==> config.mk <==
export PLATFORM = sky130hd
export DESIGN_NAME = bcd_counter_mux_display
export DESIGN_NICKNAME = d
export VERILOG_FILES = /design/src/rtl/bcd_counter_mux_display.sv
export SDC_FILE = /design/constraint.sdc
export NUM_CORES = 1
export LEC_CHECK = 0
export CAP_MARGIN = 10
export CORE_MARGIN = 8
export CORE_UTILIZATION = 40
export DETAILED_ROUTE_END_ITERATION = 6
export SYNTH_ARGS = -nofsm -noshare
export SYNTH_HDL_FRONTEND = slang
export SYNTH_SLANG_ARGS = --single-unit
==> constraint.sdc <==
create_clock -name clk -period 3.05 [get_ports clk]
set_input_delay 0.61 -clock clk [delete_from_list [all_inputs] [get_ports clk]]
set_output_delay 0.61 -clock clk [all_outputs]
set_load 0.005 [all_outputs]
==> src/rtl/bcd_counter_mux_display.sv <==
// bcd_counter_mux_display
// N-digit BCD up/down counter driving a time-multiplexed, common-anode
// 7-segment display (active-low anodes and segments).
// Optional build macro: LEADING_ZERO_BLANK_EN -- blanks zero digits that have
// no non-zero digit above them (digit 0 is never blanked).
// Single clk domain; slow timing comes from the tick and scan strobes.

module bcd_counter_mux_display #(
    parameter int CLK_HZ     = 100000000,
    parameter int TICK_HZ    = 1,
    parameter int NUM_DIGITS = 4,
    parameter int SCAN_DIV   = 100000
) (
    input  logic                    clk,
    input  logic                    rst_n,
    input  logic                    en,
    input  logic                    up_dn,
    input  logic                    clr,
    input  logic                    load,
    input  logic [4*NUM_DIGITS-1:0] load_val,
    output logic [4*NUM_DIGITS-1:0] count_bcd,
    output logic                    tick,
    output logic                    wrap,
    output logic [NUM_DIGITS-1:0]   an,
    output logic [7:0]              seg
);

    localparam int TICK_DIV = CLK_HZ / TICK_HZ;
    localparam int TDIV_W   = (TICK_DIV > 1) ? $clog2(TICK_DIV) : 1;
    localparam int SDIV_W   = (SCAN_DIV > 1) ? $clog2(SCAN_DIV) : 1;
    localparam int IDX_W    = (NUM_DIGITS > 1) ? $clog2(NUM_DIGITS) : 1;

    localparam logic [TDIV_W-1:0] TICK_LAST = TDIV_W'(TICK_DIV - 1);
    localparam logic [SDIV_W-1:0] SCAN_LAST = SDIV_W'(SCAN_DIV - 1);
    localparam logic [IDX_W-1:0]  IDX_LAST  = IDX_W'(NUM_DIGITS - 1);

    logic [TDIV_W-1:0]       tick_div_q, tick_div_d;
    logic [SDIV_W-1:0]       scan_div_q, scan_div_d;
    logic [IDX_W-1:0]        scan_idx_q, scan_idx_d;
    logic [4*NUM_DIGITS-1:0] count_q, count_d;
    logic                    wrap_q, wrap_d;
    logic [NUM_DIGITS-1:0]   an_q, an_d;
    logic [7:0]              seg_q, seg_d;

    logic [4*NUM_DIGITS-1:0] step_val;
    logic                    step_wrap;
    logic [4*NUM_DIGITS-1:0] load_sat;
    logic                    scan_last;
    logic [3:0]              sel_digit;
    logic                    sel_blank;

    // Active-low {g..a} pattern for one BCD digit; non-decimal codes blank
    function automatic logic [6:0] seg_decode(input logic [3:0] d);
        logic [6:0] s;
        case (d)
            4'd0:    s = 7'b1000000;
            4'd1:    s = 7'b1111001;
            4'd2:    s = 7'b0100100;
            4'd3:    s = 7'b0110000;
            4'd4:    s = 7'b0011001;
            4'd5:    s = 7'b0010010;
            4'd6:    s = 7'b0000010;
            4'd7:    s = 7'b1111000;
            4'd8:    s = 7'b0000000;
            4'd9:    s = 7'b0010000;
            default: s = 7'b1111111;
        endcase
        return s;
    endfunction

    // Free-running tick divider; tick is high while the divider sits at its last value
    always_comb begin
        tick_div_d = (tick_div_q == TICK_LAST) ? '0 : tick_div_q + TDIV_W'(1);
    end

    assign tick = (tick_div_q == TICK_LAST);

    // BCD +/-1 with ripple carry/borrow; carry out of the top digit is the wrap
    always_comb begin
        logic [3:0] dig;
        logic       cy;
        step_val = count_q;
        cy       = 1'b1;
        for (int i = 0; i < NUM_DIGITS; i++) begin
            dig = count_q[4*i +: 4];
            if (cy) begin
                if (up_dn) begin
                    if (dig >= 4'd9) begin
                        dig = 4'd0;
                    end else begin
                        dig = dig + 4'd1;
                        cy  = 1'b0;
                    end
                end else begin
                    if (dig == 4'd0) begin
                        dig = 4'd9;
                    end else begin
                        dig = dig - 4'd1;
                        cy  = 1'b0;
                    end
                end
            end
            step_val[4*i +: 4] = dig;
        end
        step_wrap = cy;
    end

    // Saturate out-of-range load digits to 9 so the count always holds valid BCD
    always_comb begin
        load_sat = load_val;
        for (int i = 0; i < NUM_DIGITS; i++) begin
            if (load_val[4*i +: 4] > 4'd9) begin
                load_sat[4*i +: 4] = 4'd9;
            end
        end
    end

    // Count update priority: clear, then load, then enabled tick step, else hold
    always_comb begin
        count_d = count_q;
        wrap_d  = 1'b0;
        if (clr) begin
            count_d = '0;
        end else if (load) begin
            count_d = load_sat;
        end else if (tick && en) begin
            count_d = step_val;
            wrap_d  = step_wrap;
        end
    end

    // Scan divider and digit index; index advances on divider terminal count
    always_comb begin
        scan_last  = (scan_div_q == SCAN_LAST);
        scan_div_d = scan_last ? '0 : scan_div_q + SDIV_W'(1);
        scan_idx_d = scan_idx_q;
        if (scan_last) begin
            scan_idx_d = (scan_idx_q == IDX_LAST) ? '0 : scan_idx_q + IDX_W'(1);
        end
    end

    // Select the digit under the current index and decide whether it is blanked
    always_comb begin
`ifdef LEADING_ZERO_BLANK_EN
        logic zero_above;
`endif
        sel_digit = 4'd0;
        sel_blank = 1'b0;
        for (int i = 0; i < NUM_DIGITS; i++) begin
            if (scan_idx_q == IDX_W'(i)) begin
                sel_digit = count_q[4*i +: 4];
            end
        end
`ifdef LEADING_ZERO_BLANK_EN
        // Walk down from the top digit; a digit is leading-zero while everything
        // from it upward is zero. Digit 0 stays lit so a zero count reads "0".
        zero_above = 1'b1;
        for (int i = NUM_DIGITS - 1; i >= 0; i--) begin
            zero_above = zero_above && (count_q[4*i +: 4] == 4'd0);
            if ((scan_idx_q == IDX_W'(i)) && zero_above && (i != 0)) begin
                sel_blank = 1'b1;
            end
        end
`endif
    end

    // Anode and segment values registered together so they always match
    always_comb begin
        an_d  = ~(NUM_DIGITS'(1) << scan_idx_q);
        seg_d = sel_blank ? 8'hFF : {1'b1, seg_decode(sel_digit)};
    end

    // All state registers; reset leaves the display dark and the count at zero
    always_ff @(posedge clk or negedge rst_n) begin
        if (!rst_n) begin
            tick_div_q <= '0;
            scan_div_q <= '0;
            scan_idx_q <= '0;
            count_q    <= '0;
            wrap_q     <= 1'b0;
            an_q       <= '1;
            seg_q      <= 8'hFF;
        end else begin
            tick_div_q <= tick_div_d;
            scan_div_q <= scan_div_d;
            scan_idx_q <= scan_idx_d;
            count_q    <= count_d;
            wrap_q     <= wrap_d;
            an_q       <= an_d;
            seg_q      <= seg_d;
        end
    end

    assign count_bcd = count_q;
    assign wrap      = wrap_q;
    assign an        = an_q;
    assign seg       = seg_q;

endmodule

==> results.md <==
* Outcome: finished, final reports clean
* Critical path capture point type: output port
* Worst Tran Pin Value at around 0.81 ns
* Crit-path max FO at 5
* Seq/Total Area, Yosys at 39.9%
* Leak at ~2.4 nW
* Starting Density at 40.9%
* Period utilization at 93.2%
* Worst EP arrival at 2.23 ns
* Most common cell after layout, fill and taps aside: dfrtp_1
* Synth Area in XOR/XNOR at 7.12%
* Max IR drop VDD at ~0.27 mV
* Pin count of the biggest net entering global routing at between 50 and 60
* CTS tree: yes
* CTS Buf Count at 9
* Filler instances at between 1,000 and 1,500
* Nets at slightly below 600
* Worst skew pair latency at roughly 0.34 ns
* Routed Antenna Nets at 0
* Maximum clock rate at 352 MHz
* Initial antenna violation count at 0
* Unrepaired setup endpoints after global routing: no
* Final Util at 49.4%
* Slew Limit Fails at 0
* Vias in the first global route at about 3,800
* Max Cap Viol at 0
* Syn Inst Count at approximately 500
* Compound-gate portion of the synthesized area at between 10% and 20%
* Total core area at around 0.011 sq mm
* Yosys warning total at 0
* Worst slew margin at a little under half
* Synth Area in Simple Gates at between 20% and 30%
* Wire length on met3 at between 500 and 600 microns
* HPWL Detailed at 8.05 mm
* Syn nets at 545
* Final Skew at between 0.006 and 0.007 ns
* Footprint of the multi-input gates at between 0.002 and 0.003 sq mm
* Routed wl met2 at approximately 5.2 mm
* Die ar. at roughly 0.015 sq mm
* Initial DRC count at around 270
* Top sig layer: met4
* Final Hold Viols at 0
* Final setup vio count at 0
* Hold Buf Count CTS at 0
* DRC Markers at 0
* H-tree depth at 3
* First-pass GRT wire length at between 15 and 20 mm
* Min cycle time layout at 2.84 ns
* DR vias/cell at 5.47
* Total routed wirelength at approximately 11 mm
* Final RePlAce weighted congestion at approximately 0.84
* WL per Instance at approximately 16 microns
* I/O Pins at 52
* Chip Height at between 100 and 150 microns
* Met1 WL at 5.04 mm
* CTS-repair resized insts at 0
* Tightest hold margin at approximately 0.27 ns
* Input/output buffers at 50
* CP Class: flip-flop to output port
* Mux share of post-synthesis cell area at ~3.4%
* Root Driver: clkbuf_16
* Most used DFF post-synth: dfrtp_1
* Largest family of logic cells by synthesized area: simple AND/OR/NAND/NOR gates
* Startpoint types: flip-flop
* Mean Syn Cell Area at 9.36 sq um
* Worst-path clk slew at approximately 0.06 ns
* Unique masters post-synth at a little under 70
* Post-synth ARST share at between 90% and 100%
* Clock Sinks at 74
* Reg area at between 0.0015 and 0.002 sq mm
* Synth Cell Area at approximately 0.0047 sq mm
* Post-synthesis to final-layout area growth at 20.6%
* Most frequent cells in the layout: dfrtp_1, clkdlybuf4s50_1, nor2_1
* Global Route Usage Sum at between 10% and 20%
* Setup repair bufs after CTS at 0
* N_diodes at 0
* Share of post-route cells with drive strength above 1 at between 10 and 15%
* Adder-Cell Fraction of Synth Area at about 6.4%
* Number of synthesized flops with an enable pin at 0
* Hold WC Path Type: input port to async pin
* Clock Path Buffers at 2
* Die X at 124 microns
* Vias at between 3,000 and 4,000
* Setup TNS at 0 ns
* Num rows at 39
* Worst Path Required at 2.44 ns
* 1st-pass router iterations at 4
* Total grt overflow at 0
* Pwr dens at between 400 and 500 mW/mm^2
* #FFs+latches synth at 74
[cell usage after synthesis (3+ instances only)]
| library cell | count | share of area (%) |
|---|---|---|
| buf_2 | 4 | 0.43 |
| o31ai_1 | 7 | 1.1 |
| xnor2_1 | 20 | 3.7 |
| o211ai_1 | 5 | 0.80 |
| mux2i_1 | 7 | 1.5 |
| o21ai_0 | 22 | 2.4 |
| a31oi_1 | 7 | 0.94 |
| nor2b_1 | 9 | 1.2 |
| dfstp_2 | 11 | 6.2 |
| a22oi_1 | 3 | 0.48 |
| mux2_2 | 8 | 1.9 |
| inv_1 | 31 | 2.5 |
| nand2_1 | 25 | 2.0 |
| and3_1 | 9 | 1.2 |
| nor2_1 | 40 | 3.2 |
| nand2b_1 | 5 | 0.67 |
| nand3b_1 | 6 | 0.96 |
| a211oi_1 | 7 | 1.1 |
| xor2_1 | 18 | 3.4 |
| a21oi_1 | 31 | 3.3 |
| ha_1 | 24 | 6.4 |
| nor4_1 | 9 | 1.2 |
| o31a_1 | 3 | 0.56 |
| nand3_1 | 22 | 2.4 |
| a311oi_1 | 5 | 0.94 |
| dfrtp_1 | 63 | 34 |
| nand4_1 | 13 | 1.7 |
| clkbuf_1 | 14 | 1.1 |
| nor3_1 | 12 | 1.3 |
| nor4b_1 | 3 | 0.56 |
| and2_1 | 5 | 0.67 |
[per-stage QoR]
stage / worst slack [ns] / power (mW) / std cells / instance area, sq um
2_1_floorplan: 0.746 / 1.30 / 499 / 4670
3_3_place_gp: 0.293 / 1.47 / 681 / 5340
3_5_place_dp: 0.252 / 1.48 / 681 / 5340
4_1_cts: 0.164 / 2.56 / 697 / 5640
5_1_grt: 0.0749 / 2.64 / 697 / 5640
6_report: 0.209 / 2.53 / 697 / 5640
[worst max-delay path: stages, from the launching register on]
cell,delay [ns]
dfrtp_1,0.39
ha_1,0.21
nand3_1,0.19
and4bb_2,0.38
and2_1,0.20
clkdlybuf4s50_1,0.53
[worst paths after layout]
path	from	endpoint	slack, ns	cells after the start
worst max-delay path	tick_div_q[0]	tick	0.21	5
worst min-delay path	rst_n	count_bcd[9]	0.27	1
worst max register to register	count_bcd[1]	count_bcd[15]	0.51	7
worst min register to register	scan_div_q[0]	scan_div_q[0]	0.48	1
max in group asynchronous	rst_n	scan_div_q[10]	2.10	2
min in group clk	scan_div_q[0]	scan_div_q[0]	0.48	1
[logic make-up (layout without fill, tap and decap cells)]
logic type | count (synthesis) | in the layout
AO/OA/AOI/OAI | 114 | 114
buffers and inverters | 52 | 107
other | 1 | 1
AND/OR/NAND/NOR | 181 | 181
adder cells (fa/ha/maj) | 24 | 24
flip-flops | 74 | 74
XOR/XNOR | 38 | 38
multiplexers | 15 | 15
[sequential cells by signal, summed over array words and instances (netlist names)]
register and count:
an 4, count_bcd 16, scan_div_q 17, scan_idx_q 2
seg 7, tick_div_q 27, wrap 1
[power breakdown]
| group | switching, mW | internal [mW] |
|---|---|---|
| Clock | 0.412 | 0.653 |
| Combinational | 0.196 | 0.196 |
| Sequential | 0.0468 | 1.02 |
| Total | 0.655 | 1.87 |
[cell type report]
| type | count | share of cell area [%] |
|---|---|---|
| multi-input cells | 373 | 46.0 |
| clock inverters | 5 | 0.977 |
| well taps | 143 | 3.17 |
| inverters | 31 | 2.06 |
| clock buffers | 11 | 4.31 |
| repair buffers | 60 | 10.3 |
| flip-flops and latches | 74 | 33.1 |
[layer usage]
metal  vias to the layer above  GRT usage [%]
li1                       1899              -
met1                      1849           18.7
met2                        54           24.8
met3                        11           3.31
met4                         0           5.43
met5                         -              0
(Power assumes the default switching activity.)
